--- config.mk ---
export PLATFORM = sky130hd
export DESIGN_NAME = wbu
export DESIGN_NICKNAME = d
export VERILOG_FILES = /design/src/rtl/wbu.sv
export SDC_FILE = /design/constraint.sdc
export NUM_CORES = 1
export LEC_CHECK = 0
export ABC_CLOCK_PERIOD_IN_PS = 6000
export BUFFER_PORTS_ARGS = -buffer_cell sky130_fd_sc_hd__buf_2
export CAP_MARGIN = 10
export CORE_MARGIN = 8
export CORE_UTILIZATION = 55
export CTS_CLUSTER_DIAMETER = 150
export DETAILED_ROUTE_END_ITERATION = 12
export PLACE_DENSITY_LB_ADDON = 0.12
export SLEW_MARGIN = 25
export SYNTH_ARGS = -nofsm -noshare
export SYNTH_HDL_FRONTEND = slang
export SYNTH_SLANG_ARGS = --single-unit
export TNS_END_PERCENT = 30
--- constraint.sdc ---
create_clock -name clk -period 6 [get_ports clk]
set_clock_uncertainty 0.1 [all_clocks]
set_input_delay 1.2 -clock clk [delete_from_list [all_inputs] [get_ports clk]]
set_output_delay 1.2 -clock clk [all_outputs]
set_load 0.03 [all_outputs]
--- src/rtl/wbu.sv ---
// Writeback unit: retires EXU results into the register file.
// Loads park in WAIT_MEM until read data returns, then extend it.
module wbu #(
  parameter int CPU_WIDTH = 32,
  parameter int RADDR_W   = 5,
  parameter int CNT_W     = 32
) (
  input  logic                 clk,
  input  logic                 rst,
  input  logic                 in_valid,
  output logic                 in_ready,
  input  logic [CPU_WIDTH-1:0] in_pc,
  input  logic [RADDR_W-1:0]   in_rd,
  input  logic                 in_rd_wen,
  input  logic [CPU_WIDTH-1:0] in_alu_res,
  input  logic                 in_is_load,
  input  logic [2:0]           in_funct3,
  input  logic                 mem_rvalid,
  input  logic [CPU_WIDTH-1:0] mem_rdata,
  output logic                 rf_wen,
  output logic [RADDR_W-1:0]   rf_waddr,
  output logic [CPU_WIDTH-1:0] rf_wdata,
  output logic                 retire_valid,
  output logic [CPU_WIDTH-1:0] retire_pc,
  output logic [CNT_W-1:0]     retire_cnt,
  output logic                 err
);

  typedef enum logic {
    IDLE,
    WAIT_MEM
  } state_t;

  state_t state, state_nxt;

  logic [RADDR_W-1:0]   ld_rd;
  logic                 ld_wen;
  logic [2:0]           ld_f3;
  logic [1:0]           ld_lo;
  logic [CPU_WIDTH-1:0] ld_pc;

  logic                 xfer;
  logic [7:0]           ld_byte;
  logic [15:0]          ld_half;
  logic [CPU_WIDTH-1:0] ld_data;
  logic                 ld_bad;

  assign in_ready = (state == IDLE);
  assign xfer     = in_valid && in_ready;

  // State register.
  always_ff @(posedge clk) begin
    if (rst) state <= IDLE;
    else     state <= state_nxt;
  end

  // Next state: loads wait for the read response, ALU ops never leave IDLE.
  always_comb begin
    state_nxt = state;
    case (state)
      IDLE:     if (xfer && in_is_load) state_nxt = WAIT_MEM;
      WAIT_MEM: if (mem_rvalid)         state_nxt = IDLE;
      default:  state_nxt = IDLE;
    endcase
  end

  // Select the addressed byte/halfword and extend per the load code.
  always_comb begin
    ld_byte = 8'h00;
    ld_half = 16'h0000;
    ld_data = '0;
    ld_bad  = 1'b0;
    case (ld_lo)
      2'd0:    ld_byte = mem_rdata[7:0];
      2'd1:    ld_byte = mem_rdata[15:8];
      2'd2:    ld_byte = mem_rdata[23:16];
      default: ld_byte = mem_rdata[31:24];
    endcase
    ld_half = ld_lo[1] ? mem_rdata[31:16] : mem_rdata[15:0];
    case (ld_f3)
      3'b000:  ld_data = {{(CPU_WIDTH-8){ld_byte[7]}}, ld_byte};
      3'b100:  ld_data = {{(CPU_WIDTH-8){1'b0}}, ld_byte};
      3'b001:  ld_data = {{(CPU_WIDTH-16){ld_half[15]}}, ld_half};
      3'b101:  ld_data = {{(CPU_WIDTH-16){1'b0}}, ld_half};
      3'b010:  ld_data = mem_rdata;
      default: ld_bad  = 1'b1;
    endcase
  end

  // Registered writeback, retire, load context and error tracking.
  always_ff @(posedge clk) begin
    if (rst) begin
      rf_wen       <= 1'b0;
      rf_waddr     <= '0;
      rf_wdata     <= '0;
      retire_valid <= 1'b0;
      retire_pc    <= '0;
      retire_cnt   <= '0;
      err          <= 1'b0;
      ld_rd        <= '0;
      ld_wen       <= 1'b0;
      ld_f3        <= 3'b000;
      ld_lo        <= 2'b00;
      ld_pc        <= '0;
    end else begin
      rf_wen       <= 1'b0;
      retire_valid <= 1'b0;
      retire_cnt   <= retire_cnt + CNT_W'(retire_valid);
      if (state == IDLE) begin
        if (mem_rvalid) err <= 1'b1;
        if (xfer) begin
          if (in_is_load) begin
            ld_rd  <= in_rd;
            ld_wen <= in_rd_wen;
            ld_f3  <= in_funct3;
            ld_lo  <= in_alu_res[1:0];
            ld_pc  <= in_pc;
          end else begin
            rf_wen       <= in_rd_wen && (in_rd != '0);
            rf_waddr     <= in_rd;
            rf_wdata     <= in_alu_res;
            retire_valid <= 1'b1;
            retire_pc    <= in_pc;
          end
        end
      end else if (mem_rvalid) begin
        rf_wen       <= ld_wen && (ld_rd != '0);
        rf_waddr     <= ld_rd;
        rf_wdata     <= ld_data;
        retire_valid <= 1'b1;
        retire_pc    <= ld_pc;
        if (ld_bad) err <= 1'b1;
      end
    end
  end

endmodule

==> results of run 1 <==
-- routing by layer --
| layer | part of all wire, % | vias up | global-route usage (%) |
|---|---|---|---|
| li1 | - | 3221 | - |
| met1 | 41 | 3179 | 29.8 |
| met2 | 48 | 280 | 40.2 |
| met3 | 8.2 | 47 | 7.67 |
| met4 | 2.6 | 2 | 11.4 |
| met5 | 0.058 | - | 0 |
-- layout make-up --
type	instances	share of cell area [%]
repair buffers	221	13.4
flip-flops and latches	148	35.2
inverters	7	0.312
multi-input cells	572	42.0
clock buffers	23	5.91
well taps	147	2.18
diodes	3	0.0891
clock inverters	8	0.891
-- placed cells by master (no fill, tap or decap), types with 5 or more instances in the layout --
cell and instances:
buf_2 213, dfxtp_1 147, nand2_1 119, a21oi_1 87, nor2_1 78, a211oi_1 54
mux2i_1 37, o21ai_0 31, and2_1 17, clkbuf_16 17, a2111oi_0 14, or4_1 13
o31ai_1 11, nand3_1 10, mux4_2 8, a221o_1 8, o221a_2 8, buf_4 8
nand4_1 7, xnor2_1 7, a22o_1 7, inv_1 6, nor3_1 6, nor2b_1 5
or3_1 5, clkbuf_8 5
-- kinds of logic after synthesis --
group                    count (synthesis)  share of synthesized area (%)
AND/OR/NAND/NOR                        283                           19.3
buffers and inverters                   70                           4.22
XOR/XNOR                                10                           1.30
AO/OA/AOI/OAI                          228                           22.2
adder cells (fa/ha/maj)                  2                          0.370
flip-flops                             148                           43.9
multiplexers                            49                           8.82
-- report_power, final --
group | total, mW | switching (mW) | internal, mW
registers | 1.08 | 0.0361 | 1.04
clock network | 1.02 | 0.402 | 0.621
logic | 0.393 | 0.258 | 0.135
total | 2.49 | 0.696 | 1.80
-- registers in the layout, summed over array words and instances, names as in the netlist --
register      cells
retire_cnt       32
ld_wen            1
ld_f3             3
state             1
rf_waddr          5
err               1
retire_valid      1
ld_lo             2
retire_pc        32
ld_pc            32
rf_wen            1
ld_rd             5
rf_wdata         32
-- per-stage QoR --
stage          instance area [um2]  instances  hold WS, ns  setup slack (ns)
5_1_grt                       8420       1129        0.374              2.87
6_report                      8420       1129        0.353              2.95
2_1_floorplan                 6760        790        0.336              3.27
4_1_cts                       8400       1126        0.354              2.94
3_3_place_gp                  7830       1095        0.341              2.63
3_5_place_dp                  7830       1095        0.348              2.90
-- critical path, delay by kind of cell (launching register included) --
family | cells | cell delay (ns)
flops | 1 | 0.31
buf+inv | 3 | 1.03
-- how the worst max path moves through the flow --
stage                     end  depth (start not counted)
2_1_floorplan        in_ready                          5
3_3_place_gp     rf_wdata[14]                          5
3_5_place_dp   retire_cnt[28]                          4
4_1_cts              in_ready                          3
5_1_grt              in_ready                          3
6_report             in_ready                          3
==> flow_metrics.py, run 1 <==
metrics = {
    "timing": {
        "transition_time_of_the_tightest_slew_check_pin_ns": 0.933,
        "final-max-slew-violation-count": 0,
        "final.setup.tns_ns": 0,
        "max_clock_freq_mhz": 328,
        "report.final.hold_viol_count": 0,
        "unrepaired_setup_endpoints_after_global_routing": "false",
        "min_period_over_period_pct": 50.8,
        "slew-limit-headroom_pct": 37.7,
        "finalSetupViolations": 0,
        "timing.final.crit_period_ns": 3.05,
    },
    "cts": {
        "post-cts-setup-buffers": 0,
        "post_cts_repair_resize_count": 0,
        "clk_root_buffer_cell": "clkbuf_16",
        "number_of_buffers_inserted_during_clock_tree_synthesis": 17,
        "clk_transition_reported_paths_ns": 0.06,
        "cts_max_level": 4,
        "clock_tree_from_tritoncts": "yes",
        "cts.sink_count": 148,
        "max-clock-path-buffers": 2,
        "clkLatencyLatePin_ns": 0.42,
        "number_of_buffers_added_to_fix_hold_violations_after_cts": 0,
    },
    "setup_path": {
        "reg2regPathDepth": 5,
        "critical_path.endpoint_type": "primary output",
        "cell_chain_critical_path": "buf_4 > inv_1 > buf_2",
        "cp_slowest_cell": "buf_4",
        "rr_endpoint": "rf_wdata[13]",
        "worst-setup-path-type": "reg -> out",
        "critical_path_origin": "state",
        "timing.critical_path.slowest_cell_delay_ns": 0.58,
        "worst_setup_path_start_kind": "flop",
        "crit_arrival_ns": 1.75,
        "worst_flop_to_flop_path_startpoint": "state",
        "regToRegSetupSlack_ns": 3.15,
        "worst_ep_required_time_ns": 4.70,
        "critical_path.max_fanout": 46,
    },
    "layout": {
        "final-seq-area_um2": 2960,
        "final_core_utilization_pct": 70.1,
        "post_route_cells_drive_above_1_share_pct": 28.7,
        "multi_input_comb_area_um2": 3540,
        "number_of_nets_at_the_end_of_the_flow": 1079,
        "syn2layout_area_growth_pct": 24.7,
        "nFillCells": 1007,
    },
    "min_path": {
        "min_to": "ld_pc[4]",
        "depth_of_the_worst_hold_timing_path": 2,
        "hold_path_class": "reg -> reg",
        "holdCritStartpoint": "ld_pc[4]",
    },
    "floorplan": {
        "design.die.area_um2": 16100,
        "floorplan.rows": 40,
        "floorplan.core_area_um2": 12000,
        "io_pins": 215,
        "initial_core_util_pct": 56.2,
        "die_span_x_um": 127,
        "die_height_um": 127,
    },
    "synthesis": {
        "synth_edf_count": 0,
        "synth_seq_area_share_pct": 43.9,
        "netlist.top_cell.by_area": "dfxtp_1",
        "synth-async-reset-ratio_pct": 0,
        "syn_avg_cell_area_um2": 8.55,
        "ys_ff_latch": 148,
        "synth_commonest_cells": "148 x dfxtp_1, 119 x nand2_1, 87 x a21oi_1",
        "syn_area_um2": 6760,
        "synthCells": 790,
        "yosysTopAreaCellShare_pct": 43.9,
        "synth.net_count": 902,
        "ys_dominant_reg_cell": "dfxtp_1",
        "top_cells_by_area_synth": "dfxtp_1 44%, nand2_1 6.6%, a21oi_1 6.4%",
        "count_of_unique_library_cells_instantiated_by_yosys": 47,
        "synthesis.yosys.warnings": 0,
        "yosysMostFrequentCell": "dfxtp_1",
    },
    "detailed_routing": {
        "route.final.wire_length_um": 20600,
        "drtPass1Iterations": 5,
        "vias": 6729,
        "avgRoutedWirePerCell_um": 18.2,
        "first_iter_violations": 558,
        "viasPerCell": 5.96,
        "drc_errors": 0,
        "ant_nets": 0,
    },
    "grt": {
        "pin_count_of_the_biggest_net_entering_global_routing": 81,
        "first_global_vias": 6554,
        "grt_antenna_before_repair": 4,
        "overflow": 0,
        "global_route_wire_length_before_repair_um": 32700,
        "globalRouteTotalUtil_pct": 24.9,
    },
    "placement": {
        "numPortBuffers": 214,
        "dp_hpwl_um": 14300,
        "place.gp.congestion": 0.874,
    },
    "power_and_ir_drop": {
        "pwr_density_cell_nw_per_um2": 296,
        "ir_drop_mv": 0.221,
        "static-leakage-power_nw": 3.39,
        "report.power.total_mw": 2.49,
    },
    "status": {
        "outcome": "finished clean",
    },
    "run": {
        "max_cap_violations": 0,
    },
}
(Power assumes the default switching activity.)
==> inputs of run 2 (changes only) <==
--- a/config.mk
+++ b/config.mk
@@ -5,11 +5,11 @@
 export SDC_FILE = /design/constraint.sdc
 export NUM_CORES = 1
 export LEC_CHECK = 0
-export ABC_CLOCK_PERIOD_IN_PS = 6000
+export ABC_CLOCK_PERIOD_IN_PS = 2690
 export BUFFER_PORTS_ARGS = -buffer_cell sky130_fd_sc_hd__buf_2
 export CAP_MARGIN = 10
 export CORE_MARGIN = 8
-export CORE_UTILIZATION = 55
+export CORE_UTILIZATION = 46
 export CTS_CLUSTER_DIAMETER = 150
 export DETAILED_ROUTE_END_ITERATION = 12
 export PLACE_DENSITY_LB_ADDON = 0.12
==> constraint.sdc (replaced) <==
create_clock -name clk -period 2.69 [get_ports clk]
set_clock_uncertainty 0.1 [all_clocks]
set_input_delay 0.538 -clock clk [delete_from_list [all_inputs] [get_ports clk]]
set_output_delay 0.538 -clock clk [all_outputs]
set_load 0.03 [all_outputs]
==> run 2 against run 1 <==
Sequential share of layout area fell by 1.1 points. Highest routed layer unchanged. First-iteration DRC count fell by 32%. Global-route usage fell by 3.2 points. Core utilization fell by 9.9 points. Hold slack got worse by 0.084 ns. Worst setup slack got worse by 2.7 ns. Count of clock-buffer cells in the layout fell by 1. Die area rose by 17%. Critical path type unchanged. Clock power rose by 130%. Largest cell class unchanged. Combinational power rose by 140%. Critical endpoint unchanged. Critical path depth did not move.
==> flow_metrics.py, run 2 (synthesis gave the netlist of run 1 again) <==
metrics = {
    "min_path": {
        "depth_of_the_worst_hold_timing_path": 3,
        "min_to": "ld_pc[21]",
        "hold_path_class": "in -> reg",
        "holdCritStartpoint": "in_pc[21]",
    },
    "cts": {
        "clkLatencyLatePin_ns": 0.42,
        "post-cts-setup-buffers": 0,
        "number_of_buffers_inserted_during_clock_tree_synthesis": 17,
        "clk_transition_reported_paths_ns": 0.06,
        "cts.sink_count": 148,
        "max-clock-path-buffers": 2,
        "clk_root_buffer_cell": "clkbuf_16",
        "post_cts_repair_resize_count": 0,
        "cts_max_level": 4,
        "clock_tree_from_tritoncts": "yes",
        "number_of_buffers_added_to_fix_hold_violations_after_cts": 0,
    },
    "timing": {
        "final-max-slew-violation-count": 0,
        "transition_time_of_the_tightest_slew_check_pin_ns": 0.715,
        "unrepaired_setup_endpoints_after_global_routing": "false",
        "finalSetupViolations": 0,
        "hold-worst-slack_ns": 0.270,
        "timing.final.crit_period_ns": 2.39,
        "report.final.hold_viol_count": 0,
        "slew-limit-headroom_pct": 52.2,
        "min_period_over_period_pct": 88.8,
        "final_critical_path_setup_slack_ns": 0.300,
        "final.setup.tns_ns": 0,
        "max_clock_freq_mhz": 418,
    },
    "detailed_routing": {
        "viasPerCell": 5.63,
        "drtPass1Iterations": 4,
        "first_iter_violations": 380,
        "ant_nets": 0,
        "vias": 6646,
        "route.final.wire_length_um": 20700,
        "avgRoutedWirePerCell_um": 17.5,
        "drc_errors": 0,
    },
    "power_and_ir_drop": {
        "static-leakage-power_nw": 3.51,
        "ir_drop_mv": 0.435,
        "pwr_density_cell_nw_per_um2": 655,
        "report.power.total_mw": 5.69,
    },
    "placement": {
        "place.gp.congestion": 0.846,
        "dpl_worst_slack_ns": 0.464,
        "numPortBuffers": 214,
        "dp_hpwl_um": 14600,
    },
    "setup_path": {
        "crit_arrival_ns": 1.75,
        "sum_of_buffers_and_inverters_on_the_critical_path": 3,
        "rr_endpoint": "retire_cnt[14]",
        "critical-path-top-delay-family": "buffers and inverters",
        "critical_path.endpoint_type": "primary output",
        "timing.critical_path.slowest_cell_delay_ns": 0.49,
        "reg2regPathDepth": 6,
        "worst_ep_required_time_ns": 2.05,
        "regToRegSetupSlack_ns": 0.45,
        "worst_setup_path_start_kind": "flop",
        "cell_chain_critical_path": "inv_1 > buf_4 > buf_2",
        "worst_flop_to_flop_path_startpoint": "retire_valid",
        "worst-setup-path-type": "reg -> out",
        "cp_slowest_cell": "inv_1",
        "critical_path.max_fanout": 20,
    },
    "floorplan": {
        "io_pins": 215,
        "floorplan.rows": 44,
        "initial_core_util_pct": 46.8,
        "die_height_um": 137,
        "design.die.area_um2": 18800,
        "die_span_x_um": 137,
        "floorplan.core_area_um2": 14400,
    },
    "grt": {
        "grt_antenna_before_repair": 6,
        "pin_count_of_the_biggest_net_entering_global_routing": 142,
        "global_route_wire_length_before_repair_um": 32600,
        "globalRouteTotalUtil_pct": 21.6,
        "first_global_vias": 6290,
        "overflow": 0,
    },
    "run": {
        "max_cap_violations": 0,
    },
    "status": {
        "outcome": "finished clean",
    },
    "layout": {
        "final_core_utilization_pct": 60.3,
        "multi_input_comb_area_um2": 3530,
        "post_route_cells_drive_above_1_share_pct": 29.6,
        "top_library_cells_by_usage_in_the_layout_fill_and_taps_aside": "213 x buf_2, 147 x dfxtp_1, 119 x nand2_1",
        "number_of_nets_at_the_end_of_the_flow": 1094,
        "layout_commonest_cell": "buf_2",
        "syn2layout_area_growth_pct": 28.7,
        "final-seq-area_um2": 2960,
        "nFillCells": 1363,
    },
}
## run 2: changes by cell type in the layout (fill, tap and decap cells not counted), moves of 2 or more
cell,change
buf_4,+7
clkbuf_8,-2
clkinv_4,+3
clkinv_2,-2
buf_12,+8
## run 2: per-stage QoR
stage               cell area, um2  instances
finish                        8690       1181
global route                  8690       1181
CTS                           8690       1179
detailed placement            8090       1147
global placement              8090       1147
floorplan                     6760        790
## run 2: worst register-to-register path: stages, from the launching register on
cell	delay, ns
dfxtp_1	0.34
ha_1	0.21
ha_1	0.25
nand2_1	0.11
or4_4	0.52
or4_1	0.49
a21oi_1	0.15
## run 2: how the worst max path moves through the flow
stage / start / endpoint / slack (ns) / depth (start not counted)
floorplan: retire_cnt[0] / retire_cnt[24] / 0.33 / 7
global placement: retire_valid / retire_cnt[14] / 0.53 / 6
finish: state / in_ready / 0.30 / 3
CTS: state / in_ready / 0.31 / 3
global route: state / in_ready / 0.22 / 3
detailed placement: retire_valid / retire_cnt[14] / 0.46 / 6
## run 2: power breakdown
part           switching [mW]  leakage, nW  internal [mW]  total (mW)
combinational           0.586         2.01          0.338       0.924
sequential             0.0720         1.21           2.32        2.39
clock                   0.929        0.283           1.45        2.38
total                    1.59         3.51           4.10        5.69
## run 2: metal layers
metal,global-route usage (%),wire length [um]
met4,8.99,473
met1,27.7,8890
met3,6.46,1880
met5,0,46
met2,33.3,9390
## run 2: cell type report
type	count	area share (%)
multi-input combinational	572	40.6
sequential	148	34.1
timing repair buffer	236	15.4
clock buffer	22	5.46
tap	184	2.65
clock inverter	10	1.41
inverter	7	0.302
antenna	2	0.0576
==> inputs of run 3 (changes only) <==
--- a/config.mk
+++ b/config.mk
@@ -8,8 +8,10 @@
 export ABC_CLOCK_PERIOD_IN_PS = 2690
 export BUFFER_PORTS_ARGS = -buffer_cell sky130_fd_sc_hd__buf_2
 export CAP_MARGIN = 10
+export CELL_PAD_IN_SITES_DETAIL_PLACEMENT = 2
+export CELL_PAD_IN_SITES_GLOBAL_PLACEMENT = 2
 export CORE_MARGIN = 8
-export CORE_UTILIZATION = 46
+export CORE_UTILIZATION = 26
 export CTS_CLUSTER_DIAMETER = 150
 export DETAILED_ROUTE_END_ITERATION = 12
 export PLACE_DENSITY_LB_ADDON = 0.12
==> run 3 against run 2 <==
Count of clock-buffer cells in the layout is 3 lower. Cell count increased by 13%. Power increased by 3.1%. Core utilization fell by 26 points. Largest power group is now clock. Sequential power about the same. Fmax up 5.2%. Largest cell class unchanged. Non-clock buffer count up 1. Register-to-register slack worse by 0.02 ns. Hold slack got worse by 0.020 ns. Final area is 2.4% higher. Die area up 67%. Highest routed layer unchanged. Critical endpoint unchanged.
==> flow_metrics.py, run 3 (synthesis gave the netlist of run 1 again) <==
metrics = {
    "power_and_ir_drop": {
        "static-leakage-power_nw": 3.53,
        "pwr_density_cell_nw_per_um2": 659,
        "report.power.total_mw": 5.87,
        "ir_drop_mv": 0.255,
    },
    "cts": {
        "clkLatencyLatePin_ns": 0.43,
        "max-clock-path-buffers": 2,
        "clk_root_buffer_cell": "clkbuf_16",
        "cts.sink_count": 148,
        "clk_transition_reported_paths_ns": 0.07,
        "number_of_buffers_added_to_fix_hold_violations_after_cts": 0,
        "cts_max_level": 4,
        "clock_tree_from_tritoncts": "yes",
        "post-cts-setup-buffers": 0,
        "number_of_buffers_inserted_during_clock_tree_synthesis": 17,
        "post_cts_repair_resize_count": 0,
    },
    "min_path": {
        "hold_path_class": "in -> reg",
    },
    "grt": {
        "globalRouteTotalUtil_pct": 16.8,
        "grt_antenna_before_repair": 11,
        "first_global_vias": 7266,
        "global_route_wire_length_before_repair_um": 41400,
        "pin_count_of_the_biggest_net_entering_global_routing": 69,
        "overflow": 0,
    },
    "timing": {
        "finalSetupViolations": 0,
        "slew-limit-headroom_pct": 54.4,
        "timing.final.crit_period_ns": 2.27,
        "report.final.hold_viol_count": 0,
        "unrepaired_setup_endpoints_after_global_routing": "false",
        "final-max-slew-violation-count": 0,
        "max_clock_freq_mhz": 440,
        "final.setup.tns_ns": 0,
        "min_period_over_period_pct": 84.4,
        "transition_time_of_the_tightest_slew_check_pin_ns": 0.681,
    },
    "setup_path": {
        "cell_chain_critical_path": "buf_4 > inv_1 > buf_12 > buf_2",
        "worst-setup-path-type": "reg -> out",
        "worst_ep_required_time_ns": 2.05,
        "critical_path.endpoint_type": "primary output",
        "critical-path-top-delay-family": "buffers and inverters",
        "timing.critical_path.slowest_cell_delay_ns": 0.34,
        "crit_arrival_ns": 1.63,
        "worst_setup_path_start_kind": "flop",
        "cp_slowest_cell": "dfxtp_2",
        "sum_of_buffers_and_inverters_on_the_critical_path": 4,
        "critical_path.max_fanout": 41,
    },
    "floorplan": {
        "initial_core_util_pct": 26.2,
        "die_height_um": 177,
        "die_span_x_um": 177,
        "design.die.area_um2": 31400,
        "io_pins": 215,
        "floorplan.rows": 59,
        "floorplan.core_area_um2": 25800,
    },
    "layout": {
        "final-seq-area_um2": 2960,
        "layout_commonest_cell": "buf_2",
        "post_route_cells_drive_above_1_share_pct": 29.8,
        "nFillCells": 2973,
        "multi_input_comb_area_um2": 3530,
        "syn2layout_area_growth_pct": 31.7,
        "number_of_nets_at_the_end_of_the_flow": 1095,
        "top_library_cells_by_usage_in_the_layout_fill_and_taps_aside": "213 x buf_2, 147 x dfxtp_1, 119 x nand2_1",
    },
    "detailed_routing": {
        "route.final.wire_length_um": 26600,
        "drc_errors": 0,
        "avgRoutedWirePerCell_um": 19.9,
        "drtPass1Iterations": 6,
        "first_iter_violations": 227,
        "viasPerCell": 5.07,
        "vias": 6765,
        "ant_nets": 0,
    },
    "status": {
        "outcome": "finished clean",
    },
    "placement": {
        "dp_hpwl_um": 19400,
        "place.gp.congestion": 0.768,
        "numPortBuffers": 214,
    },
    "run": {
        "max_cap_violations": 0,
    },
}
run 3: metrics by stage:
step / cells / area, um2 / utilization [%] / hold WS (ns) / worst slack (ns)
final: 1334 / 8900 / 34.5 / 0.250 / 0.419
after global routing: 1333 / 8900 / 34.5 / 0.239 / 0.286
after CTS: 1331 / 8890 / 34.5 / 0.229 / 0.382
after detailed placement: 1299 / 8290 / 32.2 / 0.350 / 0.417
after global placement: 1299 / 8290 / 32.2 / 0.342 / 0.476
after floorplan: 790 / 6760 / - / 0.336 / 0.334
run 3: path summary, 6_finish.rpt:
path                                        to  cells after the start  slack [ns]          from
worst min-delay path                  ld_pc[6]                      3        0.25      in_pc[6]
worst min register to register        ld_pc[7]                      2        0.36      ld_pc[7]
worst max-delay path                  in_ready                      4        0.42         state
worst max register to register  retire_cnt[14]                      6        0.43  retire_valid
run 3: cell type report:
type                            instances  share of cell area, %
Timing Repair Buffer                  237                   15.1
Sequential cell                       148                   33.3
Multi-Input combinational cell        572                   39.7
Clock buffer                           19                   4.98
Tap cell                              335                   4.71
Inverter                                7                  0.295
Clock inverter                         13                   1.83
Antenna cell                            3                 0.0844
run 3: power by group:
| group | internal [mW] | switching [mW] | leakage, nW |
|---|---|---|---|
| sequential | 2.32 | 0.0739 | 1.21 |
| clock | 1.43 | 1.09 | 0.295 |
| combinational | 0.339 | 0.617 | 2.02 |
| total | 4.08 | 1.78 | 3.53 |
run 3: worst min-delay path: cells and delay by family:
family	cells	cell delay, ns
buffers and inverters	1	0.10
AOI/OAI and AO/OA	1	0.05
and+or+nand+nor	1	0.05
run 3: per-layer routing:
layer / track usage [%] / up-vias / wire [um]
met1: 21.3 / 3295 / 12400
met3: 5.29 / 42 / 1590
met4: 5.46 / 16 / 442
met5: 0 / - / 103
li1: - / 3255 / -
met2: 26.5 / 157 / 12100
